File: config.mk
export PLATFORM = sky130hd
export DESIGN_NAME = sound_mixer
export DESIGN_NICKNAME = d
export VERILOG_FILES = /design/src/rtl/sound_mixer.sv
export SDC_FILE = /design/constraint.sdc
export NUM_CORES = 1
export LEC_CHECK = 0
export ABC_AREA = 1
export CORE_ASPECT_RATIO = 1.25
export CORE_MARGIN = 2
export CORE_UTILIZATION = 30
export DETAILED_ROUTE_END_ITERATION = 8
export SETUP_SLACK_MARGIN = 0.05
export SYNTH_ARGS = -nofsm -noshare
export SYNTH_HDL_FRONTEND = slang
export SYNTH_SLANG_ARGS = --single-unit
File: constraint.sdc
create_clock -name clk -period 4.1 [get_ports clk]
set_input_delay 0.615 -clock clk [delete_from_list [all_inputs] [get_ports clk]]
set_output_delay 0.615 -clock clk [all_outputs]
set_load 0.02 [all_outputs]
File: src/rtl/sound_mixer.sv
// Ten-channel sample mixer: snapshots all channels on tick, accumulates one
// channel per clock, saturates the scaled sum to 8 bits and drives a PWM DAC.
module sound_mixer #(
  parameter int SHIFT = 4
) (
  input  logic       clk,
  input  logic       rst,
  input  logic       tick,
  input  logic [7:0] bground,
  input  logic [3:0] bamp,
  input  logic [7:0] sfx0,
  input  logic [7:0] sfx1,
  input  logic [7:0] sfx2,
  input  logic [7:0] sfx3,
  input  logic [7:0] sfx4,
  input  logic [7:0] sfx5,
  input  logic [7:0] sfx6,
  input  logic [7:0] sfx7,
  input  logic [7:0] sfx8,
  input  logic [3:0] sfx_amp0,
  input  logic [3:0] sfx_amp1,
  input  logic [3:0] sfx_amp2,
  input  logic [3:0] sfx_amp3,
  input  logic [3:0] sfx_amp4,
  input  logic [3:0] sfx_amp5,
  input  logic [3:0] sfx_amp6,
  input  logic [3:0] sfx_amp7,
  input  logic [3:0] sfx_amp8,
  input  logic [9:0] ch_mask,
  input  logic       clr_overrun,
  output logic [7:0] sample,
  output logic       sample_valid,
  output logic       busy,
  output logic       overrun,
  output logic       pwm_out
);

  typedef enum logic [1:0] {IDLE, ACCUM, DONE} state_t;

  state_t      state_q;
  logic [7:0]  samp_in  [10];
  logic [3:0]  amp_in   [10];
  logic [7:0]  samp_q   [10];
  logic [3:0]  amp_q    [10];
  logic [11:0] prod     [10];
  logic [9:0]  mask_q;
  logic [15:0] acc_q, acc_d;
  logic [3:0]  ch_q;
  logic [7:0]  sample_q;
  logic        sample_valid_q;
  logic        busy_q;
  logic        overrun_q;
  logic [7:0]  cnt_q, cnt_d;
  logic [7:0]  pwm_level_q;
  logic        pwm_out_q;
  logic [15:0] scaled;
  logic [7:0]  sat_d;

  assign samp_in[0] = bground;  assign amp_in[0] = bamp;
  assign samp_in[1] = sfx0;     assign amp_in[1] = sfx_amp0;
  assign samp_in[2] = sfx1;     assign amp_in[2] = sfx_amp1;
  assign samp_in[3] = sfx2;     assign amp_in[3] = sfx_amp2;
  assign samp_in[4] = sfx3;     assign amp_in[4] = sfx_amp3;
  assign samp_in[5] = sfx4;     assign amp_in[5] = sfx_amp4;
  assign samp_in[6] = sfx5;     assign amp_in[6] = sfx_amp5;
  assign samp_in[7] = sfx6;     assign amp_in[7] = sfx_amp6;
  assign samp_in[8] = sfx7;     assign amp_in[8] = sfx_amp7;
  assign samp_in[9] = sfx8;     assign amp_in[9] = sfx_amp8;

  // Per-channel gated products, computed from the snapshot only.
  for (genvar gi = 0; gi < 10; gi++) begin : g_prod
    assign prod[gi] = mask_q[gi] ? ({4'd0, samp_q[gi]} * {8'd0, amp_q[gi]}) : 12'd0;
  end

  assign acc_d  = acc_q + {4'd0, prod[ch_q]};
  assign scaled = acc_q >> SHIFT;
  assign sat_d  = (scaled > 16'd255) ? 8'hFF : scaled[7:0];
  assign cnt_d  = cnt_q + 8'd1;

  always_ff @(posedge clk or negedge rst) begin
    if (!rst) begin
      state_q        <= IDLE;
      acc_q          <= '0;
      ch_q           <= '0;
      mask_q         <= '0;
      sample_q       <= '0;
      sample_valid_q <= 1'b0;
      busy_q         <= 1'b0;
      overrun_q      <= 1'b0;
      for (int i = 0; i < 10; i++) begin
        samp_q[i] <= '0;
        amp_q[i]  <= '0;
      end
    end else begin
      sample_valid_q <= 1'b0;
      // A tick that lands mid-pass outranks a simultaneous clear.
      if (tick && busy_q)
        overrun_q <= 1'b1;
      else if (clr_overrun)
        overrun_q <= 1'b0;
      case (state_q)
        IDLE: begin
          if (tick) begin
            for (int i = 0; i < 10; i++) begin
              samp_q[i] <= samp_in[i];
              amp_q[i]  <= amp_in[i];
            end
            mask_q  <= ch_mask;
            acc_q   <= '0;
            ch_q    <= '0;
            busy_q  <= 1'b1;
            state_q <= ACCUM;
          end
        end
        ACCUM: begin
          acc_q <= acc_d;
          ch_q  <= ch_q + 4'd1;
          if (ch_q == 4'd9)
            state_q <= DONE;
        end
        DONE: begin
          sample_q       <= sat_d;
          sample_valid_q <= 1'b1;
          busy_q         <= 1'b0;
          state_q        <= IDLE;
        end
        default: state_q <= IDLE;
      endcase
    end
  end

  // Level reloads only at the period boundary so each PWM period is whole.
  always_ff @(posedge clk or negedge rst) begin
    if (!rst) begin
      cnt_q       <= '0;
      pwm_level_q <= '0;
      pwm_out_q   <= 1'b0;
    end else begin
      cnt_q     <= cnt_d;
      pwm_out_q <= (cnt_q < pwm_level_q);
      if (cnt_q == 8'hFF)
        pwm_level_q <= sample_q;
    end
  end

  assign sample       = sample_q;
  assign sample_valid = sample_valid_q;
  assign busy         = busy_q;
  assign overrun      = overrun_q;
  assign pwm_out      = pwm_out_q;

endmodule
==> results.md, run 1 <==
* Run status: finished, violations left
* Failing checks: setup timing
* Number of port buffers at 145
* Layout Skew at 0.0173 ns
* Required time worst endpoint at 4.50 ns
* Arr. time, crit path at 4.69 ns
* Sequential Power Share at 16.6%
* Int Pwr at 11.1 mW
* CTS Sinks at 180
* GRT Util Overall at 17.0%
* Pwr Total at 22.0 mW
* Residual DRC at 0
* Share of cells above drive strength 1 at 18.8%
* First-pass GRT wire length at 89,500 um
* Placed Area at 22,900 um^2
* Switch Pwr at 10.9 mW
* Logic pwr share at 75.4%
* Buf/Inv on CP at 2
* R2r startpoint: amp_q[14]
* CP Cell Sequence: nand2_2 > fa_1 > inv_2 > fa_1 > inv_2 > fa_2 > o221ai_2 > a21oi_2 > o32ai_2 > ha_2 > a21oi_2 > o21ai_2 > a21oi_1 > o21bai_1 > o21ai_0 > nand2_1
* Final WS setup at -0.185 ns
* Worst-path clk slew at 0.09 ns
* Clock Path Buffers at 2
* CTS Buf Count at 17
* Startpoint Class: flop
* Tightest Pin Transition at 1.03 ns
* N_diodes at 0
* Reg2Reg Depth at 16
* Synthesized instance count at 2,777
* Count of final setup violators at 8
* Row count at 102
* Ports at 146
* DRT Wirelength at 53,200 um
* Max Cap Violations at 0
* Max IR drop VDD at 0.000485 V
* Largest net degree at the start of global routing at 91
* Final core utilization at 40.2%
* Initial antenna violation count at 0
* HPWL Detailed at 42,000 um
* Register area share after synthesis at 23.9%
* Clock Power Share at 8.0%
* Max frequency at 233 MHz
* Distinct cells, synth at 48
* CP Class: reg2reg
* Switching share of power at 49.7%
* Vias in the first global route at 18,400
* Critical Path Sink Type: flop
* Die width at 228 um
* Leakage at 14.5 nW
* Slew HR at 31.2%
* Via density at 4.49
* Critical Path Start: amp_q[14]
* Slowest cell on crit path: fa_1
* FF+latch count, synth at 180
* Hold WS at 0.0989 ns
* Reg2Reg Capture Point: acc_q[8]
* CP delay by family, top: adder cells
* Iter 0 DRT Violations at 799
* Hold Crit Class: in2async
* Core area at 62,000 um^2
* Initial Util at 30.3%
* Placer's final routability congestion estimate at 0.875
* CTS tree: built
* Vias at 17,800
* P&R area growth vs syn at 32.5%
* Post-DRT Antenna Nets at 0
* DIE AREA at 64,700 um^2
* Root Buffer: clkbuf_16
* Final hold violations at 0
* RSZ-0062 raised after global routing: true
* Yosys warnings at 0
* Synth Area per Inst at 6.78 um^2
* WL per Instance at 13.4 um
* Power Density at 883 nW/um^2
* Slowest stage delay, CP at 0.55 ns
* Congestion Overflow GR at 0
* Dpl ws at -0.379 ns
* Clock Latency Late Sink at 0.51 ns
* Final min period at 4.29 ns
* Most frequent cells in the layout: nand2_1, inv_1, buf_4
* H-tree levels at 4
* Crit-path max FO at 7
* Post-route cell area at 24,900 um^2
* First drt pass iteration count at 5
* Die height at 284 um
* Most common cell after layout, fill and taps aside: nand2_1
* Layout Nets at 3,562
* Final Cycle Share at 105%
* Max Slew Vio Count at 0
* Reg-to-reg slack, setup at -0.19 ns
* Post-synthesis cell area at 18,800 um^2
* Syn_nets at 3,214
kinds of logic (layout without fill, tap and decap cells):
group / after synthesis / after routing / synth area share (%)
buffers and inverters: 664 / 1025 / 13.4
xor gates and xnor gates: 10 / 10 / 0.466
AOI/OAI and AO/OA: 244 / 244 / 7.44
and+or+nand+nor: 1376 / 1376 / 29.8
adders and majority gates: 303 / 303 / 25.0
DFF: 180 / 180 / 23.9
cell usage after synthesis (all sizes together):
| master | number | area share [%] |
|---|---|---|
| nand2 | 1062 | 21 |
| inv | 580 | 12 |
| ha | 182 | 12 |
| dfrtp | 180 | 24 |
| nand3 | 174 | 4.6 |
| fa | 121 | 13 |
| a21oi | 102 | 2.7 |
| o21ai | 80 | 2.1 |
| nor2 | 79 | 1.6 |
| clkbuf | 59 | 1.2 |
| nand4 | 27 | 0.90 |
| buf | 25 | 0.66 |
| nand3b | 19 | 0.76 |
| o22ai | 9 | 0.30 |
| or2 | 9 | 0.30 |
| o21a | 7 | 0.28 |
| o21bai | 7 | 0.28 |
| xor2 | 7 | 0.33 |
| a21o | 6 | 0.24 |
| a22oi | 5 | 0.23 |
| a221o | 4 | 0.21 |
| nor3 | 4 | 0.22 |
| o211ai | 4 | 0.16 |
| o221ai | 4 | 0.19 |
| o31ai | 3 | 0.12 |
| xnor2 | 3 | 0.14 |
| a21boi | 2 | 0.080 |
| a221oi | 2 | 0.093 |
| a22o | 2 | 0.093 |
| a31oi | 2 | 0.066 |
| o32ai | 2 | 0.093 |
| a32o | 1 | 0.053 |
| nor3b | 1 | 0.040 |
| o2111ai | 1 | 0.047 |
| o21ba | 1 | 0.053 |
| or4 | 1 | 0.040 |
stage by stage:
step,setup TNS [ns],std cells
6_report,-1.04,3970
5_1_grt,-3.36,3970
4_1_cts,-0.542,3960
3_5_place_dp,-2.65,3912
3_3_place_gp,-2.25,3912
2_1_floorplan,0,2777
flip-flops by register name, summed over array words and instances (netlist names), 2 cells and up:
register / cells
acc_q: 16
amp_q: 40
ch_q: 4
cnt_q: 8
mask_q: 10
pwm_level_q: 8
samp_q: 80
sample: 8
state_q: 2
worst max-delay path by stage:
stage | endpoint | depth (start not counted) | slack (ns)
final | acc_q[8] | 16 | -0.19
after global routing | acc_q[14] | 30 | -0.44
after CTS | acc_q[14] | 23 | -0.12
after detailed placement | acc_q[14] | 28 | -0.38
after global placement | acc_q[14] | 28 | -0.33
after floorplan | acc_q[14] | 28 | 0.06
per-layer routing:
| layer | global-route usage, % | vias up | share of wire [%] |
|---|---|---|---|
| li1 | - | 9160 | - |
| met4 | 5.72 | 0 | 2.4 |
| met5 | 0 | - | 0 |
| met3 | 2.46 | 64 | 2.4 |
| met2 | 31.4 | 213 | 52 |
| met1 | 20.0 | 8398 | 43 |
final cells by class:
cell class	instances	area [um^2]
Tap cell	832	1040
Inverter	580	2180
Clock inverter	14	158
Fill cell	6517	37100
Multi-Input combinational cell	1933	13000
Timing Repair Buffer	413	3520
Sequential cell	180	4550
Clock buffer	18	439
power groups by stage:
stage	clock (mW)	sequential [mW]	combinational, mW
global placement	0	3.63	13.9
CTS	1.81	3.65	15.7
finish	1.75	3.66	16.6
detailed placement	0	3.62	14.0
global route	1.89	3.81	18.7
floorplan	0	3.11	9.01
what timing repair did:
| action | CTS | global route |
|---|---|---|
| buffers inserted | 16 | 10 |
| hold buffers | 0 | 0 |
| pin swaps | 56 | 60 |
| resized for setup | 177 | 117 |
| endpoints found under the setup margin | 12 | 12 |
Note: power is estimated with default switching activity, not from simulation.
==> run 2: changes to the inputs <==
--- a/config.mk
+++ b/config.mk
@@ -11,6 +11,7 @@
 export CORE_UTILIZATION = 30
 export DETAILED_ROUTE_END_ITERATION = 8
 export SETUP_SLACK_MARGIN = 0.05
+export SKIP_CTS_REPAIR_TIMING = 1
 export SYNTH_ARGS = -nofsm -noshare
 export SYNTH_HDL_FRONTEND = slang
 export SYNTH_SLANG_ARGS = --single-unit
==> run 2 against run 1 <==
- the run still ends with setup timing left
- register-to-register slack worse by 0.02 ns
- core utilization down 0.54 points
- via count down 0.40%
- hold slack better by 0.0016 ns
- power down 3.6%
- sequential share of layout area up 0.26 points
- count of clock-buffer cells in the layout unchanged
- maximum frequency down 0.37%
- critical path type unchanged
==> results.md, run 2 (same netlist as run 1, synthesis figures left out) <==
* Multi-input logic area at 12,700 um^2 (-2.3%)
* H-tree levels at 4 (unchanged)
* Sequential Power Share at 17.2% (+0.6 points)
* Placed Cells at 3,912 (unchanged)
* CP Class: reg2reg
* Clock Power Share at 8.2% (+0.2 points)
* Count of final setup violators at 11 (+3)
* HPWL Detailed at 42,000 um (unchanged)
* RSZ-0062 raised after global routing: true
* Crit-path max FO at 8 (+1)
* Iter 0 DRT Violations at 867 (+8.5%)
* Ports at 146 (unchanged)
* Max Cap Violations at 0 (unchanged)
* Placer's final routability congestion estimate at 0.875 (unchanged)
* Vias in the first global route at 18,000 (-2.0%)
* Via density at 4.47 (-0.40%)
* Largest net degree at the start of global routing at 91 (unchanged)
* Row count at 102 (unchanged)
* Share of cells above drive strength 1 at 16.9% (-1.9 points)
* Largest regs: samp_q (80), amp_q (40), acc_q (16)
* Most common cell after layout, fill and taps aside: nand2_1
* Run status: finished, violations left
* Hold Crit Class: in2async
* FILL cells at 6,551 (+0.52%)
* Clock Path Buffers at 2 (unchanged)
* Die width at 228 um (unchanged)
* Final hold violations at 0 (unchanged)
* Residual DRC at 0 (unchanged)
* Leakage at 14.4 nW (-0.27%)
* Max frequency at 233 MHz (-0.37%)
* Max IR drop VDD at 0.000445 V (-8.3%)
* Final WS setup at -0.201 ns (-0.0159 ns)
* Placed Area at 22,900 um^2 (unchanged)
* Die height at 284 um (unchanged)
* P&R area growth vs syn at 30.7%
* DRT Wirelength at 52,700 um (-1.0%)
* Failing checks: setup timing
* Non-filler cells, final at 3,970 (unchanged)
* WL per Instance at 13.3 um (-1.0%)
* DIE AREA at 64,700 um^2 (unchanged)
* Initial antenna violation count at 0 (unchanged)
* CTS Sinks at 180 (unchanged)
* Clock Latency Late Sink at 0.51 ns (about the same)
* Final core utilization at 39.6% (-0.54 points)
* Int Pwr at 10.7 mW (-3.2%)
* Most frequent cells in the layout: nand2_1, inv_1, buf_4
* Register Area at 4550 um^2 (about the same)
* Initial Util at 30.3% (unchanged)
* Vias at 17,800 (-0.40%)
* Number of port buffers at 145 (unchanged)
* Reg-to-reg slack, setup at -0.20 ns (-0.02 ns)
* GRT Util Overall at 16.6% (-0.36 points)
* First drt pass iteration count at 9 (+4)
* Hold WS at 0.101 ns (+0.00159 ns)
* Layout Skew at 0.0207 ns (+0.00340 ns)
* Startpoint Class: flop
* CTS Buf Count at 17 (unchanged)
* Most flops, register: samp_q
* Congestion Overflow GR at 0 (unchanged)
* Switching share of power at 49.5% (-0.20 points)
* Tightest Pin Transition at 1.02 ns (-0.00811 ns)
* Logic pwr share at 74.6% (-0.8 points)
* Largest register FFs at 80 (unchanged)
* Post-route cell area at 24,600 um^2 (-1.3%)
* Critical Path Sink Type: flop
* Root Buffer: clkbuf_16
* Switch Pwr at 10.5 mW (-4.0%)
* Max Slew Vio Count at 0 (unchanged)
* Pwr Total at 21.2 mW (-3.6%)
* CTS tree: built
* Final Cycle Share at 105% (+0.39 points)
* First-pass GRT wire length at 87,500 um (-2.2%)
* Layout Nets at 3,562 (unchanged)
* Required time worst endpoint at 4.50 ns (about the same)
* Power Density at 862 nW/um^2 (-2.3%)
* Arr. time, crit path at 4.70 ns (about the same)
* Setup TNS at -1.32 ns (-0.274 ns)
* Worst-path clk slew at 0.09 ns (about the same)
* Final min period at 4.30 ns (+0.0159 ns)
* Core area at 62,000 um^2 (unchanged)
* Slew HR at 31.7% (+0.54 points)
* Dpl ws at -0.379 ns (unchanged)
* Post-DRT Antenna Nets at 0 (unchanged)
* N_diodes at 0 (unchanged)
[run 2: cell counts in the layout (fill, tap and decap cells not counted)]
No cell type changed its count.
[run 2: worst paths after layout]
kind	cells after the start	to	from
worst max-delay path	16	acc_q[8]	amp_q[9]
worst min-delay path	1	samp_q[73]	rst
worst max register to register	16	acc_q[8]	amp_q[9]
worst min register to register	1	cnt_q[0]	cnt_q[0]
max in group asynchronous	2	samp_q[27]	rst
min in group clk	1	cnt_q[0]	cnt_q[0]
[run 2: power groups by stage]
| stage | clock (mW) | sequential, mW | combinational (mW) |
|---|---|---|---|
| 2_1_floorplan | 0 | 3.11 | 9.01 |
| 3_3_place_gp | 0 | 3.63 | 13.9 |
| 3_5_place_dp | 0 | 3.62 | 14.0 |
| 4_1_cts | 1.81 | 3.61 | 14.1 |
| 5_1_grt | 1.89 | 3.79 | 17.9 |
| 6_report | 1.75 | 3.65 | 15.8 |
[run 2: worst max-delay path, cell delays in order, from the launching register on]
cell      delay (ns)
dfrtp_2         0.46
nand2_2         0.08
fa_1            0.54
inv_1           0.06
fa_1            0.58
inv_1           0.06
fa_2            0.42
o221ai_1        0.26
a21oi_1         0.14
o32ai_1         0.31
ha_1            0.33
a21oi_1         0.21
o21ai_1         0.11
a21oi_1         0.25
o21bai_1        0.12
o21ai_0         0.20
nand2_1         0.07
[run 2: area by class of cell]
| cell class | instances | share of cell area (%) |
|---|---|---|
| tap | 832 | 4.23 |
| inverter | 580 | 8.86 |
| sequential | 180 | 18.5 |
| multi-input combinational | 1933 | 51.8 |
| timing repair buffer | 413 | 14.2 |
| clock buffer | 18 | 1.79 |
| clock inverter | 14 | 0.641 |
[run 2: per-layer routing]
metal	up-vias	global-route usage (%)	part of all wire, %
met5	-	0	0
met4	0	5.67	2.6
met3	66	2.47	3.0
met2	247	30.6	51
met1	8282	19.5	43
li1	9168	-	-
